## config.mk

```make
export PLATFORM = sky130hd
export DESIGN_NAME = fetch_unit
export DESIGN_NICKNAME = d
export VERILOG_FILES = /design/src/rtl/fetch_unit.sv
export SDC_FILE = /design/constraint.sdc
export NUM_CORES = 1
export LEC_CHECK = 0
export BUFFER_PORTS_ARGS = -buffer_cell sky130_fd_sc_hd__buf_2
export CAP_MARGIN = 5
export CORE_ASPECT_RATIO = 1.4
export CORE_MARGIN = 1.5
export CORE_UTILIZATION = 49
export DETAILED_ROUTE_END_ITERATION = 7
export PLACE_DENSITY = 0.85
export SETUP_SLACK_MARGIN = 0.2
export SYNTH_ARGS = -nofsm -noshare
export SYNTH_HDL_FRONTEND = slang
export SYNTH_SLANG_ARGS = --single-unit
```

## constraint.sdc

```tcl
create_clock -name clk -period 2.8 [get_ports clk]
set_input_delay 0.56 -clock clk [delete_from_list [all_inputs] [get_ports clk]]
set_output_delay 0.56 -clock clk [all_outputs]
set_load 0.02 [all_outputs]
```

## src/rtl/fetch_unit.sv

```systemverilog
// fetch_unit: PC generation and fetch stage in front of a combinational
// instruction ROM. It registers {pc, instr, pc+4} into one output slot that
// decode drains through a valid/ready handshake. Redirects flush the slot.
// A misaligned or out-of-window PC halts the unit with a sticky fault, and
// only rst clears it.
//
// Handshake: a slot transfers on any rising edge where out_valid && out_ready.
// While out_valid=1 and out_ready=0, out_instr/out_pc/out_pc_plus4 hold
// stable. The producer never withdraws out_valid, except on a redirect,
// a fault or rst.
module fetch_unit #(
  parameter logic [31:0] RESET_PC   = 32'h0000_0000,
  parameter int          IMEM_BYTES = 1024
) (
  input  logic        clk,
  input  logic        rst,
  output logic [31:0] instr_addr,
  input  logic [31:0] instr,
  output logic        out_valid,
  input  logic        out_ready,
  output logic [31:0] out_instr,
  output logic [31:0] out_pc,
  output logic [31:0] out_pc_plus4,
  input  logic        redirect_valid,
  input  logic [31:0] redirect_pc,
  output logic        fault,
  output logic [31:0] fault_pc,
  output logic        state_dbg
);

  localparam logic [31:0] IMEM_LIMIT = 32'(IMEM_BYTES);
  localparam logic [31:0] NOP        = 32'h0000_0013;

  typedef enum logic {S_RUN = 1'b0, S_HALT = 1'b1} state_t;

  state_t      r_state;
  logic [31:0] r_pc;
  logic        r_out_valid;
  logic [31:0] r_out_instr;
  logic [31:0] r_out_pc;
  logic [31:0] r_out_pc_plus4;
  logic        r_fault;
  logic [31:0] r_fault_pc;

  state_t      w_state_nx;
  logic [31:0] w_pc_nx;
  logic        w_valid_nx;
  logic [31:0] w_instr_nx;
  logic [31:0] w_out_pc_nx;
  logic [31:0] w_plus4_nx;
  logic        w_fault_nx;
  logic [31:0] w_fault_pc_nx;

  logic        w_slot_free;
  logic        w_redir_bad;
  logic [31:0] w_pc_plus4;

  assign w_slot_free = !r_out_valid || out_ready;
  assign w_redir_bad = (redirect_pc[1:0] != 2'b00) || (redirect_pc >= IMEM_LIMIT);
  assign w_pc_plus4  = r_pc + 32'd4;

  // Next-state and next-slot selection: redirect, then window fault, then capture, else hold.
  always_comb begin
    w_state_nx    = r_state;
    w_pc_nx       = r_pc;
    w_valid_nx    = r_out_valid;
    w_instr_nx    = r_out_instr;
    w_out_pc_nx   = r_out_pc;
    w_plus4_nx    = r_out_pc_plus4;
    w_fault_nx    = r_fault;
    w_fault_pc_nx = r_fault_pc;
    case (r_state)
      S_RUN: begin
        if (redirect_valid) begin
          // The in-flight slot is flushed even if it is also being accepted.
          w_valid_nx = 1'b0;
          if (w_redir_bad) begin
            w_state_nx    = S_HALT;
            w_fault_nx    = 1'b1;
            w_fault_pc_nx = redirect_pc;
          end else begin
            w_pc_nx = redirect_pc;
          end
        end else if (w_slot_free && (r_pc >= IMEM_LIMIT)) begin
          w_state_nx    = S_HALT;
          w_fault_nx    = 1'b1;
          w_fault_pc_nx = r_pc;
          w_valid_nx    = 1'b0;
        end else if (w_slot_free) begin
          w_instr_nx  = instr;
          w_out_pc_nx = r_pc;
          w_plus4_nx  = w_pc_plus4;
          w_valid_nx  = 1'b1;
          w_pc_nx     = w_pc_plus4;
        end
      end
      S_HALT: begin
        w_valid_nx = 1'b0;
      end
      default: begin
        w_state_nx = S_HALT;
        w_valid_nx = 1'b0;
      end
    endcase
  end

  // State and slot registers; rst overrides every other input.
  always_ff @(posedge clk) begin
    if (rst) begin
      r_state        <= S_RUN;
      r_pc           <= RESET_PC;
      r_out_valid    <= 1'b0;
      r_out_instr    <= NOP;
      r_out_pc       <= 32'h0;
      r_out_pc_plus4 <= 32'h0;
      r_fault        <= 1'b0;
      r_fault_pc     <= 32'h0;
    end else begin
      r_state        <= w_state_nx;
      r_pc           <= w_pc_nx;
      r_out_valid    <= w_valid_nx;
      r_out_instr    <= w_instr_nx;
      r_out_pc       <= w_out_pc_nx;
      r_out_pc_plus4 <= w_plus4_nx;
      r_fault        <= w_fault_nx;
      r_fault_pc     <= w_fault_pc_nx;
    end
  end

  assign instr_addr   = r_pc;
  assign out_valid    = r_out_valid;
  assign out_instr    = r_out_instr;
  assign out_pc       = r_out_pc;
  assign out_pc_plus4 = r_out_pc_plus4;
  assign fault        = r_fault;
  assign fault_pc     = r_fault_pc;
  assign state_dbg    = (r_state == S_HALT);

endmodule

```

==> impl_metrics.prom <==
# TYPE chip_impl_metric gauge
chip_impl_info{name="run_status",value="finished clean"} 1
chip_impl_metric{name="final.period_utilization",unit="%"} 85.1
chip_impl_metric{name="grt_first_pass_wirelength",unit="um"} 25700
chip_impl_metric{name="detailed_place_hpwl",unit="um"} 11100
chip_impl_metric{name="core_region_area",unit="um^2"} 11900
chip_impl_metric{name="clock-sinks",unit=""} 161
chip_impl_metric{name="detailroute.via_count",unit=""} 5367
chip_impl_info{name="synth_top_cells_by_count",value="161 x sky130_fd_sc_hd__dfxtp_1, 90 x sky130_fd_sc_hd__nand2_1, 68 x sky130_fd_sc_hd__and3_1, 49 x sky130_fd_sc_hd__clkbuf_1, 46 x sky130_fd_sc_hd__a21oi_1"} 1
chip_impl_info{name="clock_tree_from_tritoncts",value="built"} 1
chip_impl_metric{name="initial_utilization",unit="%"} 50.9
chip_impl_info{name="timing.critical_path.cells",value="nor4_1 > nand4_1 > or4_4 > a21o_1 > buf_4 > and3_1"} 1
chip_impl_info{name="ys_dominant_reg_cell",value="sky130_fd_sc_hd__dfxtp_1"} 1
chip_impl_metric{name="cts_hold_buffers",unit=""} 0
chip_impl_info{name="crit_path_end_kind",value="register"} 1
chip_impl_metric{name="critical_path_cell_count",unit=""} 6
chip_impl_metric{name="dieHeight",unit="um"} 135
chip_impl_metric{name="routedWlPerCell",unit="um"} 16.6
chip_impl_metric{name="grt_remaining_overflow",unit=""} 0
chip_impl_metric{name="vdd_ir_drop_max",unit="mV"} 0.428
chip_impl_metric{name="worstRegToRegCells",unit=""} 6
chip_impl_info{name="worst_hold_path_type",value="in -> reg"} 1
chip_impl_metric{name="post-cts-setup-buffers",unit=""} 0
chip_impl_metric{name="leakagePower",unit="nW"} 3.89
chip_impl_metric{name="cts.reportedPaths.clkPinSlew",unit="ns"} 0.07
chip_impl_metric{name="fp-row-count",unit=""} 47
chip_impl_info{name="timing.rr.end",value="instr_addr[30]$_SDFFE_PP0P_"} 1
chip_impl_metric{name="max_clock_freq",unit="MHz"} 420
chip_impl_info{name="path_class",value="reg -> reg"} 1
chip_impl_metric{name="max_slew.worst_pin.slew",unit="ns"} 0.670
chip_impl_metric{name="antenna_violations_before_repair",unit=""} 0
chip_impl_metric{name="grt_max_degree",unit=""} 92
chip_impl_metric{name="synth-async-reset-ratio",unit="%"} 0
chip_impl_metric{name="detail_route.vias_per_cell",unit=""} 5.42
chip_impl_info{name="yosys.area.top_type",value="sky130_fd_sc_hd__dfxtp_1"} 1
chip_impl_info{name="timing.critical_path.from",value="instr_addr[10]$_SDFFE_PP0P_"} 1
chip_impl_metric{name="required",unit="ns"} 3.10
chip_impl_metric{name="number_of_clock_buffers_inserted_by_tritoncts",unit=""} 17
chip_impl_metric{name="ctsLongestPathBuffers",unit=""} 2
chip_impl_metric{name="area_of_combinational_cells_with_multiple_inputs",unit="um^2"} 2560
chip_impl_metric{name="drt_iter0_drc",unit=""} 205
chip_impl_metric{name="synth_seq_area_share",unit="%"} 53.1
chip_impl_metric{name="die_w",unit="um"} 97.1
chip_impl_metric{name="ff_to_ff_setup_slack",unit="ns"} 0.42
chip_impl_metric{name="synth_edf_count",unit=""} 0
chip_impl_metric{name="report.final.setup_viol",unit=""} 0
chip_impl_metric{name="syn-instance-count",unit=""} 629
chip_impl_metric{name="routed_wl",unit="um"} 16400
chip_impl_metric{name="clk-insertion-delay-late",unit="ns"} 0.41
chip_impl_metric{name="yosys.area.top_type_share",unit="%"} 53.1
chip_impl_metric{name="cts_resized",unit=""} 0
chip_impl_metric{name="power-per-cell-area",unit="nW/um^2"} 683
chip_impl_metric{name="place.gp.congestion",unit=""} 0.818
chip_impl_metric{name="postSynthNetCount",unit=""} 699
chip_impl_metric{name="first_global_vias",unit=""} 5101
chip_impl_metric{name="drt_drc_violations_left",unit=""} 0
chip_impl_info{name="rsz0062_at_grt",value="false"} 1
chip_impl_metric{name="worst-endpoint-arrival",unit="ns"} 2.68
chip_impl_metric{name="dieArea",unit="um^2"} 13100
chip_impl_metric{name="ys_types",unit=""} 43
chip_impl_metric{name="drtAntennaViolNets",unit=""} 0
chip_impl_metric{name="finalHoldViolations",unit=""} 0
chip_impl_info{name="worst_setup_path_end",value="instr_addr[30]$_SDFFE_PP0P_"} 1
chip_impl_metric{name="crit_path_max_incr_delay",unit="ns"} 0.51
chip_impl_info{name="synth_most_common_cell",value="sky130_fd_sc_hd__dfxtp_1"} 1
chip_impl_metric{name="track_usage",unit="%"} 24.4
chip_impl_metric{name="maxCapViolations",unit=""} 0
chip_impl_metric{name="postSynthAreaPerCell",unit="um^2"} 9.66
chip_impl_metric{name="hold_ws",unit="ns"} 0.369
chip_impl_info{name="worst_r2r_startpoint",value="instr_addr[10]$_SDFFE_PP0P_"} 1
chip_impl_metric{name="synth-warning-count",unit=""} 0
chip_impl_metric{name="final_net_count",unit=""} 901
chip_impl_info{name="clock-root-buffer",value="sky130_fd_sc_hd__clkbuf_16"} 1
chip_impl_metric{name="crit_fanout",unit=""} 21
chip_impl_metric{name="port-buffer-count",unit=""} 230
chip_impl_metric{name="min_period",unit="ns"} 2.38
chip_impl_metric{name="tns",unit="ns"} 0
chip_impl_metric{name="syn_to_final_growth",unit="%"} 29.8
chip_impl_info{name="cell_family_contributing_the_most_delay_on_the_critical_path",value="simple AND/OR/NAND/NOR gates"} 1
chip_impl_metric{name="io_pins",unit=""} 231
chip_impl_metric{name="report.final.slew_viol_count",unit=""} 0
chip_impl_info{name="start_kind",value="register"} 1
chip_impl_metric{name="path_buf_inv",unit=""} 1
chip_impl_metric{name="fillerInstances",unit=""} 1009
chip_impl_info{name="cpMaxStageDelayCell",value="sky130_fd_sc_hd__or4_4"} 1
chip_impl_metric{name="diodes",unit=""} 0
chip_impl_metric{name="max_clock_skew",unit="ns"} 0.0105
chip_impl_metric{name="total_standard_cell_area_after_synthesis",unit="um^2"} 6070
chip_impl_metric{name="drt_first_pass_iters",unit=""} 5
chip_impl_metric{name="cts.htree.levels",unit=""} 4
chip_impl_metric{name="drive_gt1_share",unit="%"} 37.4
chip_impl_metric{name="synth-seq-cells",unit=""} 161
chip_impl_metric{name="slew-limit-headroom",unit="%"} 55.3
chip_impl_info{name="synth.area.top_cells",value="sky130_fd_sc_hd__dfxtp_1 53%, sky130_fd_sc_hd__and3_1 7.0%, sky130_fd_sc_hd__a211oi_2 6.2%"} 1
chip_impl_metric{name="sequential_cell_area",unit="um^2"} 3220
flip-flops by register name, summed over array words and instances, names as in the netlist:
| name | count |
|---|---|
| out_valid | 1 |
| state_dbg | 1 |
| fault | 1 |
| fault_pc | 32 |
| out_instr | 32 |
| out_pc_plus4 | 30 |
| instr_addr | 32 |
| out_pc | 32 |
per-layer routing:
layer  vias up  global-route usage (%)  share of wire, %
met1      2513                    28.6                41
met5         -                       0                 0
li1       2619                       -                 -
met2       204                    42.0                51
met4         0                    11.4               3.1
met3        31                    6.00               5.6
metrics by stage:
step / util [%] / std cells / power, mW / area (um^2) / worst slack (ns)
2_1_floorplan: - / 629 / 2.96 / 6070 / 0.602
3_3_place_gp: 61.1 / 957 / 3.19 / 7300 / 0.117
3_5_place_dp: 61.1 / 957 / 3.21 / 7300 / 0.0699
4_1_cts: 65.9 / 989 / 5.43 / 7870 / 0.291
5_1_grt: 66.1 / 991 / 5.60 / 7890 / 0.306
6_report: 66.1 / 991 / 5.38 / 7890 / 0.417
placed cells by master, fill, tap and decap left out, types with 13 or more instances in the layout:
cell type                   netlist  final
sky130_fd_sc_hd__and3_1          68     68
sky130_fd_sc_hd__clkbuf_16        0     17
sky130_fd_sc_hd__buf_2            3    229
sky130_fd_sc_hd__a211oi_1        13     13
sky130_fd_sc_hd__nor2_1          22     22
sky130_fd_sc_hd__dfxtp_1        161    161
sky130_fd_sc_hd__nand2_1         90     90
sky130_fd_sc_hd__nor3_1          35     34
sky130_fd_sc_hd__a211oi_2        30     30
sky130_fd_sc_hd__a21oi_1         46     46
sky130_fd_sc_hd__mux2i_1         34     34
kinds of logic (layout without fill, tap and decap cells):
logic type | count (synthesis) | after routing | synth area share, %
simple gates | 249 | 249 | 20.3
flops | 161 | 161 | 53.1
compound gates | 107 | 107 | 14.2
buf+inv | 66 | 281 | 4.88
mux | 37 | 37 | 6.16
xor+xnor | 7 | 7 | 1.01
fa+ha+maj | 2 | 2 | 0.412
cell type report:
class / instances / area share [%]
repair buffers: 244 / 16.8
clock inverters: 15 / 1.89
clock buffers: 17 / 5.39
flip-flops and latches: 161 / 40.9
well taps: 147 / 2.33
inverters: 5 / 0.238
multi-input cells: 402 / 32.5
report_power, final:
part | internal [mW] | switching, mW
Clock | 1.25 | 0.973
Sequential | 2.39 | 0.0660
Combinational | 0.261 | 0.443
Total | 3.90 | 1.48
worst min-delay path by stage:
stage | to | slack [ns] | from | cells past startpoint
after CTS | out_instr[1]$_SDFFE_PP1P_ | 0.36 | instr[1] | 3
after detailed placement | out_instr[9]$_SDFFE_PP0P_ | 0.44 | out_instr[9]$_SDFFE_PP0P_ | 2
final | out_instr[1]$_SDFFE_PP1P_ | 0.37 | instr[1] | 3
after global routing | out_instr[1]$_SDFFE_PP1P_ | 0.37 | instr[1] | 3
after global placement | out_pc[2]$_SDFFE_PP0P_ | 0.44 | out_pc[2]$_SDFFE_PP0P_ | 2
after floorplan | out_pc[0]$_SDFFE_PP0P_ | 0.45 | instr_addr[0]$_SDFFE_PP0P_ | 2
worst reg2reg max path: cells and delay by family, from the launching register on:
family                 cells  cell delay [ns]
AO/OA/AOI/OAI              1             0.28
buffers and inverters      1             0.24
flip-flops                 1             0.37
AND/OR/NAND/NOR            4             1.38
Note: power is estimated with default switching activity, not from simulation.
